==> src/rtl/spi_slave_ram_if.sv <==
// Serial pins between an SPI master and the spi_slave_ram slave.
// Handshake: a transaction is framed by SS_n low; MOSI is sampled on every rising clk
// while framed; MISO carries read data and idles at 0.
interface spi_slave_ram_if;
    logic MOSI;
    logic MISO;
    logic SS_n;

    modport master (output MOSI, output SS_n, input MISO);
    modport slave  (input MOSI, input SS_n, output MISO);
endinterface

==> src/rtl/spi_slave_ram.sv <==
// SPI slave front end with a 256 x 8 RAM: 10-bit frames carry a 2-bit command and an
// 8-bit payload; command 11 shifts the addressed byte back MSB-first on MISO.
module spi_slave_ram #(
    parameter int MEM_DEPTH = 256,
    parameter int ADDR_SIZE = 8
) (
    input  logic                 clk,
    input  logic                 rst_n,
    spi_slave_ram_if.slave       spi,
    output logic [2:0]           dbg_state,
    output logic [9:0]           dbg_rx_data,
    output logic                 dbg_rx_valid,
    output logic                 dbg_tx_valid,
    output logic [ADDR_SIZE-1:0] dbg_addr_wr,
    output logic [ADDR_SIZE-1:0] dbg_addr_rd,
    output logic                 dbg_rd_addr_seen,
    output logic [7:0]           dbg_dout
);

    typedef enum logic [2:0] {
        IDLE      = 3'd0,
        CHK_CMD   = 3'd1,
        WRITE     = 3'd2,
        READ_ADD  = 3'd3,
        READ_DATA = 3'd4
    } state_t;

    state_t state_q, state_d;

    logic [3:0]           bit_cnt;
    logic [9:0]           rx_data;
    logic                 rx_valid;
    logic [9:0]           din;
    logic                 receiving;

    logic [7:0]           mem [MEM_DEPTH];
    logic [ADDR_SIZE-1:0] addr_wr;
    logic [ADDR_SIZE-1:0] addr_rd;
    logic                 rd_addr_seen;
    logic [7:0]           dout;
    logic                 tx_valid;

    logic                 miso;
    logic [6:0]           tx_sh;
    logic [2:0]           tx_left;

    always_ff @(posedge clk or negedge rst_n) begin
        if (!rst_n) state_q <= IDLE;
        else        state_q <= state_d;
    end

    always_comb begin
        state_d = state_q;
        if (spi.SS_n) begin
            state_d = IDLE;
        end else begin
            case (state_q)
                IDLE:    state_d = CHK_CMD;
                CHK_CMD: begin
                    if (!spi.MOSI)        state_d = WRITE;
                    else if (rd_addr_seen) state_d = READ_DATA;
                    else                   state_d = READ_ADD;
                end
                default: state_d = state_q;
            endcase
        end
    end

    assign receiving = (state_q == WRITE) || (state_q == READ_ADD) || (state_q == READ_DATA);

    // Bits past the tenth are dropped: the counter parks at 10 until the frame ends.
    always_ff @(posedge clk or negedge rst_n) begin
        if (!rst_n) begin
            bit_cnt  <= 4'd0;
            rx_data  <= 10'd0;
            rx_valid <= 1'b0;
        end else begin
            rx_valid <= 1'b0;
            if (spi.SS_n || !receiving) begin
                bit_cnt <= 4'd0;
            end else if (bit_cnt != 4'd10) begin
                rx_data  <= {rx_data[8:0], spi.MOSI};
                bit_cnt  <= bit_cnt + 4'd1;
                rx_valid <= (bit_cnt == 4'd9);
            end
        end
    end

    assign din = rx_data;

    always_ff @(posedge clk or negedge rst_n) begin
        if (!rst_n) begin
            addr_wr      <= '0;
            addr_rd      <= '0;
            rd_addr_seen <= 1'b0;
            dout         <= 8'd0;
            tx_valid     <= 1'b0;
        end else begin
            tx_valid <= 1'b0;
            if (rx_valid) begin
                case (din[9:8])
                    2'b00: addr_wr <= din[7:0];
                    2'b10: begin
                        addr_rd      <= din[7:0];
                        rd_addr_seen <= 1'b1;
                    end
                    2'b11: begin
                        dout         <= mem[addr_rd];
                        tx_valid     <= 1'b1;
                        rd_addr_seen <= 1'b0;
                    end
                    default: ;
                endcase
            end
        end
    end

    // Storage is deliberately left out of reset so contents survive rst_n.
    always_ff @(posedge clk) begin
        if (rx_valid && (din[9:8] == 2'b01)) mem[addr_wr] <= din[7:0];
    end

    always_ff @(posedge clk or negedge rst_n) begin
        if (!rst_n) begin
            miso    <= 1'b0;
            tx_sh   <= 7'd0;
            tx_left <= 3'd0;
        end else if (spi.SS_n) begin
            miso    <= 1'b0;
            tx_left <= 3'd0;
        end else if (tx_valid && (state_q == READ_DATA)) begin
            miso    <= dout[7];
            tx_sh   <= dout[6:0];
            tx_left <= 3'd7;
        end else if (tx_left != 3'd0) begin
            miso    <= tx_sh[6];
            tx_sh   <= {tx_sh[5:0], 1'b0};
            tx_left <= tx_left - 3'd1;
        end else begin
            miso <= 1'b0;
        end
    end

    assign spi.MISO = miso;

    assign dbg_state        = state_q;
    assign dbg_rx_data      = rx_data;
    assign dbg_rx_valid     = rx_valid;
    assign dbg_tx_valid     = tx_valid;
    assign dbg_addr_wr      = addr_wr;
    assign dbg_addr_rd      = addr_rd;
    assign dbg_rd_addr_seen = rd_addr_seen;
    assign dbg_dout         = dout;

endmodule

==> src/flat_wrapper.sv <==
// flat-port wrapper written by rule: the top's interface ports become plain ports
module spi_slave_ram_flat 
#(
    parameter int MEM_DEPTH = 256,
    parameter int ADDR_SIZE = 8
)
  (clk, rst_n, dbg_state, dbg_rx_data, dbg_rx_valid, dbg_tx_valid, dbg_addr_wr, dbg_addr_rd, dbg_rd_addr_seen, dbg_dout, spi_MOSI, spi_SS_n, spi_MISO);
  spi_slave_ram_if spi_i ();
  input  logic clk;
  input  logic rst_n;
  output logic [2:0] dbg_state;
  output logic [9:0] dbg_rx_data;
  output logic dbg_rx_valid;
  output logic dbg_tx_valid;
  output logic [ADDR_SIZE-1:0] dbg_addr_wr;
  output logic [ADDR_SIZE-1:0] dbg_addr_rd;
  output logic dbg_rd_addr_seen;
  output logic [7:0] dbg_dout;
  input wire logic [$bits(spi_i.MOSI)-1:0] spi_MOSI;
  input wire logic [$bits(spi_i.SS_n)-1:0] spi_SS_n;
  output wire logic [$bits(spi_i.MISO)-1:0] spi_MISO;
  assign spi_i.MOSI = spi_MOSI;
  assign spi_i.SS_n = spi_SS_n;
  assign spi_MISO = spi_i.MISO;
  spi_slave_ram #(.MEM_DEPTH(MEM_DEPTH), .ADDR_SIZE(ADDR_SIZE)) u_core (.clk(clk), .rst_n(rst_n), .spi(spi_i), .dbg_state(dbg_state), .dbg_rx_data(dbg_rx_data), .dbg_rx_valid(dbg_rx_valid), .dbg_tx_valid(dbg_tx_valid), .dbg_addr_wr(dbg_addr_wr), .dbg_addr_rd(dbg_addr_rd), .dbg_rd_addr_seen(dbg_rd_addr_seen), .dbg_dout(dbg_dout));
endmodule
==> config.mk <==
export PLATFORM = sky130hd
export DESIGN_NAME = spi_slave_ram_flat
export DESIGN_NICKNAME = d
export VERILOG_FILES = /design/src/rtl/spi_slave_ram_if.sv /design/src/rtl/spi_slave_ram.sv /design/src/flat_wrapper.sv
export SDC_FILE = /design/constraint.sdc
export NUM_CORES = 2
export LEC_CHECK = 0
export ABC_AREA = 0
export BUFFER_PORTS_ARGS = -buffer_cell sky130_fd_sc_hd__buf_2
export CORE_MARGIN = 1
export CORE_UTILIZATION = 60
export DETAILED_ROUTE_END_ITERATION = 8
export PLACE_DENSITY_LB_ADDON = 0.2
export REMOVE_ABC_BUFFERS = 1
export SYNTH_ARGS = -nofsm -noshare
export SYNTH_HDL_FRONTEND = slang
export SYNTH_SLANG_ARGS = --single-unit
==> constraint.sdc <==
create_clock -name clk -period 5.4 [get_ports clk]
set_input_delay 0.81 -clock clk [delete_from_list [all_inputs] [get_ports clk]]
set_output_delay 0.81 -clock clk [all_outputs]
set_load 0.01 [all_outputs]
==> impl_metrics.json <==
{
  "outcome": "finished clean",
  "num_vias": 43050,
  "ys_warn_count": 0,
  "grt_max_degree": 221,
  "gr-max-usage-layer": "met2",
  "avgSynthCellArea_um2": 19.92,
  "maxCapViolCount": 0,
  "fin_crit_ps": 4441,
  "finalSetupTns_ps": 0,
  "dp_hpwl_um": 133100,
  "io_buffers": 44,
  "antenna_left": 0,
  "drc": 0,
  "hold_viol_final": 0,
  "crit_slowest_cell": "a2111oi_1",
  "grt_pass1_wl_um": 303600,
  "postCtsSetupBuffers": 0,
  "rsz0062_at_grt": "no",
  "synth_flop_cell": "edfxtp_1",
  "drt_iter0_drc": 6886,
  "die_h_um": 371.9,
  "yosysUniqueCellTypes": 65,
  "postCtsHoldBufs": 1,
  "clock_sinks": 2103,
  "cp_data_arrival_time_ps": 5220,
  "cts_resized": 0,
  "holdPathEnd": "u_core.dbg_state[2]",
  "synth.area.top_cells": "edfxtp_1 75%, mux4_2 9.9%, mux2i_1 3.8%",
  "regArea_um2": 62920,
  "hp-class": "in2reg",
  "rows": 135,
  "leakage_nw": 27.51,
  "clock-skew-final_ps": 41.84,
  "nets": 4256,
  "drive_above_1_share_pct": 19.92,
  "r2r_slack_ps": 960,
  "critical_path.max_fanout": 46,
  "grt_util_all_layers_pct": 31.42,
  "min_path_cells": 2,
  "critical_path_class": "reg2reg",
  "peakVddDrop_mv": 0.8873,
  "r2r-end": "u_core.dbg_dout[4]",
  "synth-seq-cells": 2103,
  "first_pass_iters": 7,
  "htreeDepth": 4,
  "die_area_um2": 138300,
  "synthCells": 4121,
  "overflow": 0,
  "clk_path_buf_depth": 3,
  "critPathCaptureType": "register",
  "wl_um": 214900,
  "async_reset_ff_share_pct": 2.615,
  "clk_pin_slew_worst_paths_ps": 60,
  "grtUsageMet1_pct": 45.14,
  "slew_violations": 0,
  "report.final.setup_viol": 0,
  "rr_startpoint": "u_core.dbg_addr_rd[2]",
  "use_met3_pct": 7.796,
  "worstPathCellList": "buf_4 > nand2_2 > buf_12 > o221ai_1 > a21oi_1 > a31oi_1 > nand4_1 > a2111oi_1 > a211o_1",
  "timing.final.crit_share_pct": 82.24,
  "fill_cells": 8591,
  "synth_top_area_cell": "edfxtp_1",
  "startpoint_type": "register",
  "start_util_pct": 60.52,
  "synth_area_um2": 82080,
  "r2r_cells": 9,
  "pin_count": 45,
  "clock-root-buffer": "clkbuf_16",
  "die_x_um": 371.9,
  "cp_top_family": "compound AO/OA/AOI/OAI gates",
  "gp_congestion": 0.9076,
  "design.core.area_um2": 135600,
  "grt_pass1_vias": 41646,
  "cp_slowest_stage_delay_ps": 980,
  "fin_cells": 6196,
  "tritoncts": "built",
  "hold_start": "spi_SS_n",
  "yosysSeqAreaShare_pct": 76.60,
  "vias_per_cell": 6.948,
  "timing.critical_path.buf_inv": 2,
  "synth_edf_count": 2048,
  "worst_ep_required_time_ps": 6170,
  "use_met2_pct": 47.67,
  "yosysMostFrequentCell": "edfxtp_1",
  "area_growth_pct": 10.38,
  "synth_commonest_cells": "2048 x edfxtp_1, 362 x mux4_2, 315 x mux2i_1, 297 x nor2_1, 143 x nand2_1",
  "cts-buffers-inserted": 200,
  "antenna_found_initial": 9,
  "synth_top_area_share_pct": 74.92,
  "wl_per_cell_um": 34.68,
  "insertion_delay_ps": 850,
  "post-place-cells": 5825,
  "worst_slew_margin_rel_pct": 5.105,
  "tightest_slew_ps": 1420,
  "pwr_density_cell_nw_per_um2": 404.4,
  "multi_input_area_um2": 17600,
  "max_freq_mhz": 225.2
}
-- worst max-delay path by stage --
| stage | start | end | slack (ps) | cells after the start |
|---|---|---|---|---|
| 2_1_floorplan | u_core.dbg_addr_rd[0] | u_core.dbg_dout[7] | -21160 | 5 |
| 3_3_place_gp | u_core.dbg_addr_rd[1] | u_core.dbg_dout[4] | 1250 | 10 |
| 3_5_place_dp | u_core.dbg_addr_rd[2] | u_core.dbg_dout[4] | 1100 | 9 |
| 4_1_cts | u_core.dbg_addr_rd[1] | u_core.dbg_dout[4] | 1100 | 10 |
| 5_1_grt | u_core.dbg_addr_rd[2] | u_core.dbg_dout[4] | 1050 | 9 |
| 6_report | u_core.dbg_addr_rd[2] | u_core.dbg_dout[4] | 960 | 9 |
-- layout by cell type, fill, tap and decap left out, types with 44 or more instances in the layout --
cell type  instances
o221ai_1          54
nor2_1           295
buf_4            109
clkinv_1          45
nand2_1          142
nand3_1           48
o22ai_1          118
edfxtp_1        2048
buf_2             44
mux4_2           362
a21oi_1           51
clkbuf_16        203
a22oi_1           58
a211oi_1          53
mux2i_1          315
-- report_power, final --
group | switching [mW] | internal (mW) | total (mW)
registers | 0.429 | 20.1 | 20.6
logic | 2.14 | 0.203 | 2.34
clock network | 6.03 | 7.71 | 13.7
total | 8.60 | 28.0 | 36.6
-- metal layers --
layer | vias to the layer above | wire (µm)
li1 | 17217 | -
met1 | 22418 | 81060
met2 | 2967 | 100000
met3 | 438 | 25890
met4 | 10 | 7797
met5 | - | 70
-- layout make-up --
type                            count  share of cell area (%)
Inverter                           12                 0.05248
Sequential cell                  2103                   69.45
Antenna cell                        2                0.005524
Clock inverter                    119                   1.224
Clock buffer                      249                   5.831
Multi-Input combinational cell   1758                   19.43
Timing Repair Buffer              172                   1.555
Tap cell                         1781                   2.460
-- state kept, by name, indices dropped and copies added (netlist names), 3 cells and up --
name	count
u_core.mem	2048
u_core.dbg_dout	8
u_core.tx_sh	7
u_core.dbg_addr_wr	8
u_core.dbg_addr_rd	8
u_core.tx_left	3
u_core.bit_cnt	4
u_core.dbg_state	3
u_core.dbg_rx_data	10
-- cells by family (layout without fill, tap and decap cells) --
logic type / Yosys count / after routing / synth area share [%]
other: 0 / 2 / 0
buffers and inverters: 260 / 552 / 2.038
xor gates and xnor gates: 5 / 5 / 0.05336
adders and majority gates: 5 / 5 / 0.07622
DFF: 2103 / 2103 / 76.60
muxes: 716 / 716 / 14.46
AOI/OAI and AO/OA: 450 / 450 / 3.750
and+or+nand+nor: 582 / 582 / 3.026
-- metrics by stage --
| stage | hold WS (ps) | setup WS [ps] | util (%) | power, mW | cell area [µm²] |
|---|---|---|---|---|---|
| 2_1_floorplan | 449.2 | -21160 | - | 22.10 | 80450 |
| 3_3_place_gp | 467.6 | 1247 | 62.07 | 23.06 | 84190 |
| 3_5_place_dp | 476.9 | 1101 | 62.07 | 23.22 | 84190 |
| 4_1_cts | 190.3 | 1098 | 66.79 | 36.65 | 90590 |
| 5_1_grt | 196.4 | 1054 | 66.79 | 37.42 | 90590 |
| 6_report | 231.6 | 959.2 | 66.80 | 36.63 | 90600 |
-- worst reg2reg max path, cell delays in order, from the launching register on --
cell and delay, ps:
dfrtp_2 760, buf_4 450, nand2_2 410, buf_12 340, o221ai_1 400, a21oi_1 160
a31oi_1 440, nand4_1 230, a2111oi_1 980, a211o_1 190
Power figures use the tool's default switching activity.
